`src/rtl/axi_r_pkg.sv`:
```
// rtl/axi_r_pkg.sv - shared types, widths and routing tags for the R-channel interconnect.
package axi_r_pkg;
  localparam int AXI_ID_BITS   = 4;
  localparam int AXI_IDS_BITS  = 8;
  localparam int AXI_DATA_BITS = 32;
  localparam int AXI_RESP_BITS = 2;
  localparam int NUM_S         = 3;

  localparam logic [3:0] TAG_M0 = 4'h0;
  localparam logic [3:0] TAG_M1 = 4'h1;

  typedef enum logic {IDLE, BUSY} r_state_e;
  typedef logic [1:0] slv_sel_t;
  typedef enum logic [1:0] {DEST_M0, DEST_M1, DEST_NONE} dest_e;

  // Slave index successor with S2 -> S0 wrap.
  function automatic slv_sel_t next_slv(input slv_sel_t s);
    return (s == 2'd2) ? 2'd0 : s + 2'd1;
  endfunction
endpackage

```
`src/rtl/r_arbiter.sv`:
```
// rtl/r_arbiter.sv - 3-way slave request arbiter; round-robin from rr_ptr when R_CH_RR_EN
// is defined, fixed priority S0 > S1 > S2 otherwise.
module r_arbiter
  import axi_r_pkg::*;
(
  input  logic [NUM_S-1:0] req_i,
`ifdef R_CH_RR_EN
  input  slv_sel_t         rr_ptr_i,
`endif
  output slv_sel_t         grant_o,
  output logic             any_req_o
);

`ifdef R_CH_RR_EN
  slv_sel_t cand;
  logic     found;

  always_comb begin
    grant_o   = 2'd0;
    any_req_o = |req_i;
    found     = 1'b0;
    cand      = rr_ptr_i;
    for (int i = 0; i < NUM_S; i++) begin
      if (!found && req_i[cand]) begin
        grant_o = cand;
        found   = 1'b1;
      end
      cand = next_slv(cand);
    end
  end
`else
  always_comb begin
    grant_o   = 2'd0;
    any_req_o = |req_i;
    if (req_i[0])      grant_o = 2'd0;
    else if (req_i[1]) grant_o = 2'd1;
    else if (req_i[2]) grant_o = 2'd2;
  end
`endif

endmodule

```
`src/rtl/r_ch.sv`:
```
// rtl/r_ch.sv - AXI read-data channel: locks one slave per burst and routes beats to M0/M1
// by ID tag. Macro R_CH_RR_EN selects round-robin arbitration (fixed priority otherwise).
module r_ch
  import axi_r_pkg::*;
(
  input  logic                     clk,
  input  logic                     rst,
  output logic [AXI_ID_BITS-1:0]   id_m0_o,
  output logic [AXI_DATA_BITS-1:0] data_m0_o,
  output logic [AXI_RESP_BITS-1:0] resp_m0_o,
  output logic                     last_m0_o,
  output logic                     valid_m0_o,
  input  logic                     ready_m0_i,
  output logic [AXI_ID_BITS-1:0]   id_m1_o,
  output logic [AXI_DATA_BITS-1:0] data_m1_o,
  output logic [AXI_RESP_BITS-1:0] resp_m1_o,
  output logic                     last_m1_o,
  output logic                     valid_m1_o,
  input  logic                     ready_m1_i,
  input  logic [AXI_IDS_BITS-1:0]  id_s0_i,
  input  logic [AXI_DATA_BITS-1:0] data_s0_i,
  input  logic [AXI_RESP_BITS-1:0] resp_s0_i,
  input  logic                     last_s0_i,
  input  logic                     valid_s0_i,
  output logic                     ready_s0_o,
  input  logic [AXI_IDS_BITS-1:0]  id_s1_i,
  input  logic [AXI_DATA_BITS-1:0] data_s1_i,
  input  logic [AXI_RESP_BITS-1:0] resp_s1_i,
  input  logic                     last_s1_i,
  input  logic                     valid_s1_i,
  output logic                     ready_s1_o,
  input  logic [AXI_IDS_BITS-1:0]  id_s2_i,
  input  logic [AXI_DATA_BITS-1:0] data_s2_i,
  input  logic [AXI_RESP_BITS-1:0] resp_s2_i,
  input  logic                     last_s2_i,
  input  logic                     valid_s2_i,
  output logic                     ready_s2_o
);

  r_state_e state_q, state_d;
  slv_sel_t grant_q, grant_d;
  slv_sel_t win;
  logic     any_req;

  logic [AXI_IDS_BITS-1:0]  id_s   [NUM_S];
  logic [AXI_DATA_BITS-1:0] data_s [NUM_S];
  logic [AXI_RESP_BITS-1:0] resp_s [NUM_S];
  logic [NUM_S-1:0]         last_s, valid_s;

  assign id_s    = '{id_s0_i, id_s1_i, id_s2_i};
  assign data_s  = '{data_s0_i, data_s1_i, data_s2_i};
  assign resp_s  = '{resp_s0_i, resp_s1_i, resp_s2_i};
  assign last_s  = {last_s2_i, last_s1_i, last_s0_i};
  assign valid_s = {valid_s2_i, valid_s1_i, valid_s0_i};

  logic [AXI_IDS_BITS-1:0]  g_id;
  logic [AXI_DATA_BITS-1:0] g_data;
  logic [AXI_RESP_BITS-1:0] g_resp;
  logic                     g_last, g_valid, g_ready;
  dest_e                    dest;

  assign g_id    = id_s[grant_q];
  assign g_data  = data_s[grant_q];
  assign g_resp  = resp_s[grant_q];
  assign g_last  = last_s[grant_q];
  assign g_valid = valid_s[grant_q];

  always_comb begin
    if (g_id[7:4] == TAG_M0)      dest = DEST_M0;
    else if (g_id[7:4] == TAG_M1) dest = DEST_M1;
    else                          dest = DEST_NONE;
  end

`ifdef R_CH_RR_EN
  slv_sel_t rr_ptr_q, rr_ptr_d;

  r_arbiter u_arb (
    .req_i     (valid_s),
    .rr_ptr_i  (rr_ptr_q),
    .grant_o   (win),
    .any_req_o (any_req)
  );
`else
  r_arbiter u_arb (
    .req_i     (valid_s),
    .grant_o   (win),
    .any_req_o (any_req)
  );
`endif

  always_comb begin
    state_d    = state_q;
    grant_d    = grant_q;
`ifdef R_CH_RR_EN
    rr_ptr_d   = rr_ptr_q;
`endif
    g_ready    = 1'b0;
    id_m0_o    = '0;
    data_m0_o  = '0;
    resp_m0_o  = '0;
    last_m0_o  = 1'b0;
    valid_m0_o = 1'b0;
    id_m1_o    = '0;
    data_m1_o  = '0;
    resp_m1_o  = '0;
    last_m1_o  = 1'b0;
    valid_m1_o = 1'b0;
    ready_s0_o = 1'b0;
    ready_s1_o = 1'b0;
    ready_s2_o = 1'b0;
    unique case (state_q)
      IDLE: begin
        if (any_req) begin
          grant_d = win;
          state_d = BUSY;
        end
      end
      BUSY: begin
        unique case (dest)
          DEST_M0: begin
            valid_m0_o = g_valid;
            id_m0_o    = g_id[AXI_ID_BITS-1:0];
            data_m0_o  = g_data;
            resp_m0_o  = g_resp;
            last_m0_o  = g_last;
            g_ready    = ready_m0_i;
          end
          DEST_M1: begin
            valid_m1_o = g_valid;
            id_m1_o    = g_id[AXI_ID_BITS-1:0];
            data_m1_o  = g_data;
            resp_m1_o  = g_resp;
            last_m1_o  = g_last;
            g_ready    = ready_m1_i;
          end
          default: g_ready = 1'b1; // unroutable tag: drain and drop
        endcase
        unique case (grant_q)
          2'd0:    ready_s0_o = g_ready;
          2'd1:    ready_s1_o = g_ready;
          default: ready_s2_o = g_ready;
        endcase
        if (g_valid && g_ready && g_last) begin
          state_d  = IDLE;
`ifdef R_CH_RR_EN
          rr_ptr_d = next_slv(grant_q);
`endif
        end
      end
      default: state_d = IDLE;
    endcase
  end

  always_ff @(posedge clk or negedge rst) begin
    if (!rst) begin
      state_q  <= IDLE;
      grant_q  <= 2'd0;
`ifdef R_CH_RR_EN
      rr_ptr_q <= 2'd0;
`endif
    end else begin
      state_q  <= state_d;
      grant_q  <= grant_d;
`ifdef R_CH_RR_EN
      rr_ptr_q <= rr_ptr_d;
`endif
    end
  end

endmodule

```
`config.mk`:
```
export PLATFORM = sky130hd
export DESIGN_NAME = r_ch
export DESIGN_NICKNAME = d
export VERILOG_FILES = /design/src/rtl/axi_r_pkg.sv /design/src/rtl/r_arbiter.sv /design/src/rtl/r_ch.sv
export SDC_FILE = /design/constraint.sdc
export NUM_CORES = 1
export LEC_CHECK = 0
export ABC_AREA = 1
export CAP_MARGIN = 20
export CORE_MARGIN = 5
export CORE_UTILIZATION = 23
export CTS_CLUSTER_SIZE = 24
export DETAILED_ROUTE_END_ITERATION = 16
export PLACE_DENSITY = 0.9
export SYNTH_ARGS = -nofsm -noshare
export SYNTH_HDL_FRONTEND = slang
export SYNTH_SLANG_ARGS = --single-unit
```
`constraint.sdc`:
```
create_clock -name clk -period 1.47 [get_ports clk]
set_input_delay 0.294 -clock clk [delete_from_list [all_inputs] [get_ports clk]]
set_output_delay 0.294 -clock clk [all_outputs]
set_load 0.05 [all_outputs]
```
==> metrics.cfg, run 1 <==
[run_status]
failed_stage=global routing (5_1_grt)
first-error=[ERROR DPL-0038] Utilization greater than 100%, impossible to legalize
status=stopped before the end

[cts]
clock-sinks=3
h-tree-depth=1
numCtsBuffers=3
cts.root.buffer_cell=clkbuf_8
cts_buffer_depth=2

[placement]
place_congestion=0.894
io_buffer_count=218
place_ws_ns=-0.675
dp.cells=623
hpwlAfterDp_um=9820

[yosys]
syn_area_mm2=0.00158
yosys-top-cells-count=nand2_1 (94), nor2_1 (91), o21ai_0 (43)
synth.most_common_cell=nand2_1
yosysSeqAreaShare=0.0474
synth_compound_area_frac=0.328
synthCells=322
synth.mux.area_fraction=0
avgSynthCellArea_um2=4.92
synthXorXnorAreaFrac=0
yosysUniqueCellTypes=21
synthAdderAreaFrac=0
yosysWarnings=0
yosys_most_used_dff=dfrtp_1
synthArstFlopShare=1.00
synth_top_family_by_area=simple AND/OR/NAND/NOR gates
synth_area_leaders=nand2_1 (22%), nor2_1 (22%), o211ai_1 (18%)
yosysTopAreaCellShare=0.223
synth-edff-count=0
yosysTopAreaCell=nand2_1
ys_ff_latch=3
syn-num-nets=458
synth-simple-area-share=0.488

[die]
fp.dieW_um=93.0
initial_utilization=0.234
row_count=30
ios=219
die_h_um=93.0

[global_route]
grt_max_degree=26

[timing]
worst_endpoint_kind=primary output
crit_endpoint=data_m0_o[30]

## metrics by stage
| step | util | area, um2 | hold slack [ns] | TNS (ns) |
|---|---|---|---|---|
| CTS | 0.918 | 6200 | 0.276 | -49.24 |
| floorplan | - | 2290 | -0.00159 | -24.88 |
| detailed placement | 0.817 | 5520 | 0.502 | -51.00 |
| global placement | 0.817 | 5520 | 0.486 | -47.78 |
## cells by family after synthesis
family | count (synthesis)
AOI/OAI and AO/OA | 84
buffers and inverters | 39
DFF | 3
and+or+nand+nor | 196
## timing repair
action                                  in CTS
endpoints found under the setup margin      84
hold buffers                                 0
pin swaps                                   52
cloned                                       6
gates resized for setup                     50
setup buffers                               45
==> run 2: changes to the inputs <==
Settings changed: CORE_UTILIZATION 23 to 20, CTS_CLUSTER_SIZE 24 to unset, PLACE_DENSITY 0.9 to unset, PLACE_DENSITY_LB_ADDON set to 0.15.
Clock period 1.47 ns to 1.91 ns, I/O delays scaled along.
==> run 2 against run 1 <==
Area after synthesis is the same. Synthesized cell count unchanged. The flow now finishes, with violations (setup timing).
==> metrics.cfg, run 2 <==
[yosys]
synthCells=322  ; unchanged
yosysTopAreaCellShare=0.223  ; unchanged
synth_area_leaders=nand2_1 (22%), nor2_1 (22%), o211ai_1 (18%)
yosys-top-cells-count=nand2_1 (94), nor2_1 (91), o21ai_0 (43)
yosys_most_used_dff=dfrtp_1
syn_area_mm2=0.00158  ; unchanged
synth.most_common_cell=nand2_1
yosysWarnings=0  ; unchanged
avgSynthCellArea_um2=4.92  ; unchanged
yosysTopAreaCell=nand2_1
ys_ff_latch=3  ; unchanged
synthArstFlopShare=1.00  ; unchanged
synth-edff-count=0  ; unchanged
yosysUniqueCellTypes=21  ; unchanged
syn-num-nets=458  ; unchanged
yosysSeqAreaShare=0.0474  ; unchanged

[detailed_routing]
drt_wl_total_um=12400
drt_iter0_markers=76
drc=0
dr.pass1.iters=4
wl_per_cell_um=17.7
vias_per_cell=4.85
ant_nets=0
vias=3408

[layout]
syn_to_final_growth_pct=292
final_common_cell=clkdlybuf4s50_1
post-route-util=0.804
reg_top3=grant_q: 2 flops, state_q: 1 flops
finalNonFillerCells=702
largest_reg_flops=2
final_nets=737
layout_common_cells=clkdlybuf4s50_1 (126), buf_12 (94), nand2_1 (90), nor2_4 (84), buf_4 (62)
max_flop_register=grant_q
drive_gt1_frac=0.455
diodes=0

[placement]
place_congestion=0.867  ; -3.0%
hpwlAfterDp_um=8950  ; -9.0%
io_buffer_count=218  ; unchanged
dp.cells=644  ; +3.4%

[global_route]
grt_max_degree=27
antenna_found_initial=0
grt_pass1_wl_um=19300
grt_pass1_vias=3731
gr-total-overflow=0
grt.total_usage=0.245

[cts]
h-tree-depth=1  ; unchanged
cts_buffer_depth=2  ; unchanged
clk_latency_ns=0.22
clock-sinks=3  ; unchanged
cts_tree=built
cts.root.buffer_cell=clkbuf_8
clk_pin_slew_worst_paths_ns=0.03
ctsHoldBuffers=0  ; unchanged
numCtsBuffers=3  ; unchanged

[timing]
timing.final.crit_period_ns=2.27
final-hold-violation-count=0
tightest_slew_ns=0.253
setup_viol=83
layout_setup_ws_ns=-0.355
holdWs_ns=0.345
setup_tns_ns=-23.46
finalCritPeriodShare=1.19
final.setup_skew_ns=0.00359
max_freq_mhz=441
slew_headroom=0.830
grt_setup_unrepaired=yes
drv_slew=0

[pwr]
powerDensity_mw_per_mm2=2210
irDropWorstVdd_uv=1370
total_leakage_power_uw=0.00243

[worst_setup_path]
crit_start=grant_q[0]$_DFFE_PN0P_
cp.depth=10
cp-start-kind=flop
crit_fanout=5
cp_cell_sequence=nor2_2, inv_1, a21oi_2, nor2_4, nand2_4, nand2_8, buf_12, buf_16, nor2_4, buf_12
crit_slowest_cell=dfrtp_2
r2r-start=grant_q[0]$_DFFE_PN0P_
cp_top_family=simple AND/OR/NAND/NOR gates
crit_type=flop to primary output
endpoint=data_m0_o[7]
reg2reg_slack_ns=0.30
reg2reg_to=state_q$_DFF_PN0_
cpPeakStageDelay_ns=0.44
crit_required_ns=1.53
r2r_cells=10
cp.arrival_ns=1.88
crit_buf_inv=4
cp-end-kind=primary output

[die]
die_h_um=99.0  ; +6.5%
core_area_mm2=0.00773
fp.dieW_um=99.0  ; +6.5%
ios=219  ; unchanged
initial_utilization=0.205  ; -0.0295
dieArea_mm2=0.00980
row_count=32  ; +6.7%

[run_status]
violations=setup timing
status=complete, but fails checks

[min_path]
hold_class=input pin to async pin

[run]
drv_cap=0

[run 2: cell counts after synthesis]
No cell type changed its count.
[run 2: how the worst min path moves through the flow]
stage                     from                      to  slack [ns]  cells past startpoint
after floorplan            rst  grant_q[0]$_DFFE_PN0P_        0.09                      0
after global placement     rst       state_q$_DFF_PN0_        0.57                      1
after detailed placement   rst  grant_q[1]$_DFFE_PN0P_        0.57                      1
after CTS                  rst       state_q$_DFF_PN0_        0.35                      1
after global routing       rst       state_q$_DFF_PN0_        0.35                      1
final                      rst       state_q$_DFF_PN0_        0.34                      1
[run 2: logic make-up after synthesis]
group	after synthesis	synth area share
AND/OR/NAND/NOR	196	0.488
AO/OA/AOI/OAI	84	0.328
flip-flops	3	0.0474
buffers and inverters	39	0.137
[run 2: what timing repair did]
action | in CTS | in global routing
buffers inserted | 48 | 0
endpoints found under the setup margin | 83 | 83
pin swaps | 55 | 3
endpoints found under the hold margin | 0 | 0
cloned | 7 | 0
resized for setup | 45 | 4
[run 2: per-stage QoR]
step / cell area (um2) / setup slack [ns] / power [uW]
after detailed placement: 5520 / -0.373 / 11200
after global routing: 6210 / -0.399 / 14300
after global placement: 5520 / -0.362 / 11100
after floorplan: 2190 / -0.164 / 6580
final: 6210 / -0.355 / 13700
after CTS: 6230 / -0.332 / 13700
[run 2: final cells by class]
| type | instances | area [um2] |
|---|---|---|
| fill | 474 | 1520 |
| multi-input combinational | 280 | 1950 |
| sequential | 3 | 77.6 |
| clock buffer | 4 | 45.0 |
| inverter | 9 | 41.3 |
| tap | 102 | 128 |
| timing repair buffer | 304 | 3970 |
[run 2: per-layer routing]
layer  wire (um)  share of wire  vias to the layer above  GRT usage
li1            -              -                     1624          -
met1        4360           0.35                     1594      0.258
met2        6870           0.55                      160      0.485
met3         831          0.067                       30     0.0467
met4         337          0.027                        0     0.0735
met5           0              0                        -          0
[run 2: worst register-to-register path: cells and delay by family, from the launching register on]
kind                   cells  cell delay, ns
buffers and inverters      3            0.36
flip-flops                 1            0.44
AO/OA/AOI/OAI              1            0.16
AND/OR/NAND/NOR            6            0.54
[run 2: power by group]
group	leakage, uW	total, uW	switching [uW]	internal, uW
sequential	0.0000334	150	52.1	97.7
combinational	0.00237	13400	7180	6210
clock	0.0000228	186	43.7	143
(Power assumes the default switching activity.)
==> run 3: changes to the inputs <==
Settings changed: TNS_END_PERCENT set to 100.
==> results of run 3 <==
No change in the layout: final DEF, timing and power equal those of run 2.
==> run 4: changes to the inputs <==
Settings changed: SLEW_MARGIN set to 20.
==> results of run 4 <==
No change in the layout: final DEF, timing and power equal those of run 2.
